[config.mk]
export PLATFORM = sky130hd
export DESIGN_NAME = sipo_load_ctrl
export DESIGN_NICKNAME = d
export VERILOG_FILES = /design/src/rtl/sipo_load_ctrl.sv
export SDC_FILE = /design/constraint.sdc
export NUM_CORES = 1
export LEC_CHECK = 0
export ABC_AREA = 1
export BUFFER_PORTS_ARGS = -buffer_cell sky130_fd_sc_hd__buf_2
export CAP_MARGIN = 10
export CORE_MARGIN = 10
export CORE_UTILIZATION = 45
export DETAILED_ROUTE_END_ITERATION = 10
export GPL_ROUTABILITY_DRIVEN = 0
export PLACE_DENSITY = 0.74
export RECOVER_POWER = 100
export SLEW_MARGIN = 5
export SYNTH_ARGS = -nofsm -noshare
export SYNTH_HDL_FRONTEND = slang
export SYNTH_SLANG_ARGS = --single-unit
[constraint.sdc]
create_clock -name clk -period 1.4 [get_ports clk]
set_input_delay 0 -clock clk [delete_from_list [all_inputs] [get_ports clk]]
set_output_delay 0 -clock clk [all_outputs]
set_load 0.02 [all_outputs]
[src/rtl/sipo_load_ctrl.sv]
// rtl/sipo_load_ctrl.sv - serial-to-parallel frame collector with valid/ready output register
//
// Purpose: collects WIDTH serial bits per frame (MSB first) while in SHIFT,
// loads the completed word into a parallel output register and holds it under
// a valid/ready handshake. A completed word that cannot be loaded because the
// output is still occupied is dropped and recorded in a sticky overrun flag.
//
// Ports:
//   clk          rising-edge clock
//   reset        synchronous active-high reset
//   frame_start  starts (or restarts) a frame
//   sin          serial data bit
//   sin_valid    qualifies sin; only consumed in SHIFT
//   dout         parallel output word
//   dout_valid   dout holds an unconsumed word
//   dout_ready   consumer accepts dout when dout_valid=1
//   busy         high while in SHIFT
//   bit_cnt      bits captured in the current frame
//   overrun      sticky: a completed word was dropped
//   ovr_clr      clears overrun
module sipo_load_ctrl #(
  parameter int WIDTH = 4,
  parameter int CW    = 3
) (
  input  logic             clk,
  input  logic             reset,
  input  logic             frame_start,
  input  logic             sin,
  input  logic             sin_valid,
  output logic [WIDTH-1:0] dout,
  output logic             dout_valid,
  input  logic             dout_ready,
  output logic             busy,
  output logic [CW-1:0]    bit_cnt,
  output logic             overrun,
  input  logic             ovr_clr
);

  typedef enum logic {
    IDLE  = 1'b0,
    SHIFT = 1'b1
  } state_t;

  localparam logic [CW-1:0] LAST_IDX = CW'(WIDTH - 1);

  state_t           r_state;
  // Only WIDTH-1 bits are stored: the final bit comes straight from sin on
  // the completion cycle.
  logic [WIDTH-2:0] r_shreg;
  logic [CW-1:0]    r_bit_cnt;
  logic [WIDTH-1:0] r_dout;
  logic             r_dout_valid;
  logic             r_overrun;

  logic [WIDTH-1:0] w_word;
  logic             w_complete;
  logic             w_load;
  logic             w_drop;
  logic             w_xfer;

  assign w_word     = {r_shreg, sin};
  // A restart on the completion cycle discards the completing bit, so
  // frame_start masks completion entirely.
  assign w_complete = (r_state == SHIFT) && sin_valid && !frame_start &&
                      (r_bit_cnt == LAST_IDX);
  // The output slot is free if empty or being emptied this same cycle.
  assign w_load     = w_complete && (!r_dout_valid || dout_ready);
  assign w_drop     = w_complete && r_dout_valid && !dout_ready;
  assign w_xfer     = r_dout_valid && dout_ready;

  always_ff @(posedge clk) begin
    if (reset) begin
      r_state      <= IDLE;
      r_shreg      <= '0;
      r_bit_cnt    <= '0;
      r_dout       <= '0;
      r_dout_valid <= 1'b0;
      r_overrun    <= 1'b0;
    end else begin
      case (r_state)
        IDLE: begin
          if (frame_start) begin
            r_state   <= SHIFT;
            r_shreg   <= '0;
            r_bit_cnt <= '0;
          end
        end
        SHIFT: begin
          if (frame_start) begin
            r_shreg   <= '0;
            r_bit_cnt <= '0;
          end else if (sin_valid) begin
            r_shreg <= w_word[WIDTH-2:0];
            if (r_bit_cnt == LAST_IDX) begin
              r_state   <= IDLE;
              r_bit_cnt <= '0;
            end else begin
              r_bit_cnt <= r_bit_cnt + 1'b1;
            end
          end
        end
        default: r_state <= IDLE;
      endcase

      if (w_load) begin
        r_dout       <= w_word;
        r_dout_valid <= 1'b1;
      end else if (w_xfer) begin
        r_dout_valid <= 1'b0;
      end

      // A drop in the same cycle as ovr_clr keeps the flag set.
      if (w_drop) begin
        r_overrun <= 1'b1;
      end else if (ovr_clr) begin
        r_overrun <= 1'b0;
      end
    end
  end

  assign busy       = (r_state == SHIFT);
  assign bit_cnt    = r_bit_cnt;
  assign dout       = r_dout;
  assign dout_valid = r_dout_valid;
  assign overrun    = r_overrun;

endmodule

# Yosys cells after proc, flatten, opt, wreduce, memory -nomap -nowiden

Cells that the tools add are included.

Output and inout port bits: 10
Register bits after elaboration: 13
Word-level logic and storage cells: 42
Input port bits: 7

Add/sub/neg operators: 1
Bitwise gates (word level): 1
Mux-type cells: 17
Equality and inequality tests: 3
Reduce and logical (&&, ||, !) cells: 14

Operators by type and width:

| cell                                          | count |
|---|---|
| two-way mux 3 bit                             | 6 |
| one-hot mux 3 bit (2 select lines)            | 2 |
| two-way mux 1 bit                             | 8 |
| logical AND 1 bit                             | 7 |
| nonzero test 2 bit                            | 2 |
| adder 3 x 1 -> 3 bit, second input constant   | 1 |
| == test 3 x 2 -> 1 bit, second input constant | 1 |
| zero test 1 bit                               | 3 |
| inequality test 3 bit, second input constant  | 1 |
| inequality test 2 bit, second input constant  | 1 |
| one-hot mux 1 bit (2 select lines)            | 1 |
| AND reduction 2 bit                           | 1 |
| logical OR 1 bit                              | 1 |
| NOT 1 bit                                     | 1 |

# Depth between registers and ports, before layout

Depth after elaboration: 6
Mapped depth: 7
Mapped depth without buffers: 7

# Worst setup path after synthesis

OpenSTA, ideal clock, no wires.

Path type: reg-to-reg
Start: register r_bit_cnt[0] (netlist: bit_cnt[0])
End: register r_dout[0] (netlist: dout[0])
Slack: 0.182 ns
Cell stages (with the launch flop): 8
Data arrival time: 1.154 ns
Setup time: 0.064 ns
Clock period less this slack: 1.218 ns
Cells stage by stage: dfxtp_1 > ha_1 > inv_1 > nor2_4 > nand3_4 > nand2_1 > inv_1 > nor2_1

Cells in the longest elaborated chain, start to end: 3

RTL lines:

| item                     | line | source |
|---|---|---|
| start: declaration       | 50   | `logic [CW-1:0] r_bit_cnt;` |
| start signal: assignment | 98   | `r_bit_cnt <= r_bit_cnt + 1'b1;` |
| == test 3 x 2 -> 1 bit   | 65   | `(r_bit_cnt == LAST_IDX);` |
| logical AND 1 bit        | 64   | `assign w_complete = (r_state == SHIFT) && sin_valid && !frame_start &&` |
| logical AND 1 bit        | 67   | `assign w_load = w_complete && (!r_dout_valid \|\| dout_ready);` |
| end signal: assignment   | 106  | `r_dout <= w_word;` |
| end: declaration         | 51   | `logic [WIDTH-1:0] r_dout;` |

No other way between the ends.
A chain may end at the register's enable or synchronous reset.

# Final worst setup path

Start: register r_bit_cnt[0] (netlist: bit_cnt[0])
End: register r_dout[3] (netlist: dout[3])

Same word-level chain as after synthesis.

==> out/metrics.cfg <==
[die]
ios=17
die-area_um2=3160
initial_utilization=0.503
design.core.area_um2=1170
die_h_um=56.2
rows=12
die-width_um=56.2

[synth]
netlist.area_leader.share=0.442
synth_edf_count=0
yosysMostFrequentCell=nand2_1
syn_area_um2=589
ys_seq_elements=13
seq_area_frac_synth=0.442
yosysWarnings=0
synth_area_per_cell_um2=7.19
synthCells=82
synth_area_leaders=dfxtp_1 44%, nand2_1 14%, inv_1 12%
synthFlopType=dfxtp_1
synthTopCellsByCount=22 x nand2_1, 19 x inv_1, 13 x dfxtp_1
ys_types=14
synth_nets=90
async_reset_ff_frac=0
synth.largest_area_cell=dfxtp_1

[sta]
finalSetupViolCount=0
finalHoldViolCount=0
tns_ns=0
period_needed_ns=1.21
clock_skew_ns=0.00473
final.setup.worst_slack_ns=0.186
slew_headroom=0.818
rsz0062_at_grt=false
tightest_slew_ns=0.272
fmax_ghz=0.824
fin_crit_sh=0.867
hold_ws_ns=0.0134
finalMaxSlewViolations=0

[grt]
grt_pass1_vias=519
grt_pass1_wl_um=2140
grt_max_degree=11
track_usage=0.0803
antenna_found_initial=0
grt_overflow=0

[worst_hold_path]
worstHoldStart=sin_valid
worstHoldPathType=input pin to flop
min_to=busy$_SDFF_PP0_
min_delay_path_depth=4

[critical_path]
r2r_end=dout[3]$_SDFFE_PP0P_
crit_family=simple AND/OR/NAND/NOR gates
cp_data_arrival_time_ns=1.42
cp_common_cell=inv_1
crit_buf_inv=2
endpoint_kind=flop
crit_path_cell_trace=ha_1 > inv_1 > nor2_4 > nand3_4 > nand2_1 > inv_1 > nor2_1
r2r_start=bit_cnt[0]$_SDFFE_PP0P_
crit_fanout=7
r2r_slack_ns=0.19
reg2regPathDepth=7
slowest_stage=dfxtp_1
critPathLaunchType=flop
cpPeakStageDelay_ns=0.38
crit_type=flop to flop
crit_required_ns=1.61

[clock_tree]
cts_sinks=13
path_clk_slew_ns=0.07
postCtsSetupBuffers=0
cts_tree=yes
cts_buffer_depth=2
htree_levels=1
cts_buffers=3
clock-root-buffer=clkbuf_4
clock_latency_ns=0.27

[place]
dpl.hpwl_um=966
place_area_um2=683
dp_slack_ns=0.210
placed_cells=111
portBuffers=16

[pwr]
pwr_density_cell_nw_per_um2=913
leakagePower_nw=0.311
ir_worst_vdd_v=0.000602
power_mw=0.671

[route]
wirelength_um=1250
drt_first_pass_iters=4
drt-initial-drc-count=8
antenna_left=0
vias=569
viasPerCell=4.78
drc=0
drt-wirelength-per-cell_um=10.5

[finish]
drive_gt1_frac=0.114
final_nets=114
stdcell_count=119
n_antenna_cell=0
fin_util=0.627
areaGrowthSynthToFinish_pct=24.6
final_design_area_no_fill_um2=734

[status]
status=complete, no violations

[flow_run]
drv_cap=0

[area by class of cell]
class,count,area [um2]
clock buffers,4,26.3
inverters,19,71.3
multi-input cells,49,251
repair buffers,20,108
flip-flops and latches,13,260
well taps,14,17.5
fillers,116,437
[registers in the layout, indices dropped and copies added, names as in the netlist]
name	flops
overrun	1
bit_cnt	3
r_shreg	3
dout	4
dout_valid	1
busy	1
[tightest hold or removal path, stage by stage]
cell     delay, ns
buf_2         0.09
nand2_1       0.05
nand2_1       0.05
a21oi_1       0.05
[where the power goes]
part	internal, mW	switching (mW)	total, mW	leakage, nW
Clock	0.110	0.117	0.227	0.0150
Sequential	0.375	0.00481	0.380	0.105
Combinational	0.0254	0.0383	0.0637	0.191
[timing repair]
item / in CTS / in global routing
endpoints found under the hold margin: 7 / 0
hold buffers: 4 / 0
resized for setup: 0 / 0
[worst max-delay path by stage]
stage / start / to / slack [ns] / depth (start not counted)
2_1_floorplan: bit_cnt[0]$_SDFFE_PP0P_ / dout[0]$_SDFFE_PP0P_ / 0.18 / 7
3_5_place_dp: bit_cnt[0]$_SDFFE_PP0P_ / dout[3]$_SDFFE_PP0P_ / 0.21 / 7
3_3_place_gp: bit_cnt[0]$_SDFFE_PP0P_ / dout[1]$_SDFFE_PP0P_ / 0.28 / 7
4_1_cts: bit_cnt[0]$_SDFFE_PP0P_ / dout[3]$_SDFFE_PP0P_ / 0.19 / 7
6_report: bit_cnt[0]$_SDFFE_PP0P_ / dout[3]$_SDFFE_PP0P_ / 0.19 / 7
5_1_grt: bit_cnt[0]$_SDFFE_PP0P_ / dout[2]$_SDFFE_PP0P_ / 0.06 / 7
[placed cells by master, fill, tap and decap left out]
cell / instances
dlygate4sd3_1: 4
o21ai_0: 1
nor4_1: 1
nand3_4: 1
dfxtp_1: 13
inv_1: 19
nand2_1: 23
clkbuf_1: 11
clkbuf_4: 3
nand4_1: 5
buf_2: 6
nor2_4: 2
ha_1: 1
nand3b_1: 1
nor2_1: 6
a21oi_1: 8
[logic make-up (layout without fill, tap and decap cells)]
group	Yosys count	after routing	share of synthesized area
simple gates	39	39	0.333
buf+inv	20	43	0.127
flops	13	13	0.442
compound gates	9	9	0.0764
fa+ha+maj	1	1	0.0212
[metal layers]
metal,share of wire,vias to the layer above,GRT usage
met5,0,-,0
met4,0.015,0,0.0307
met3,0.060,4,0.0364
met2,0.49,15,0.137
met1,0.43,250,0.0832
li1,-,300,-
Note: power is estimated with default switching activity, not from simulation.
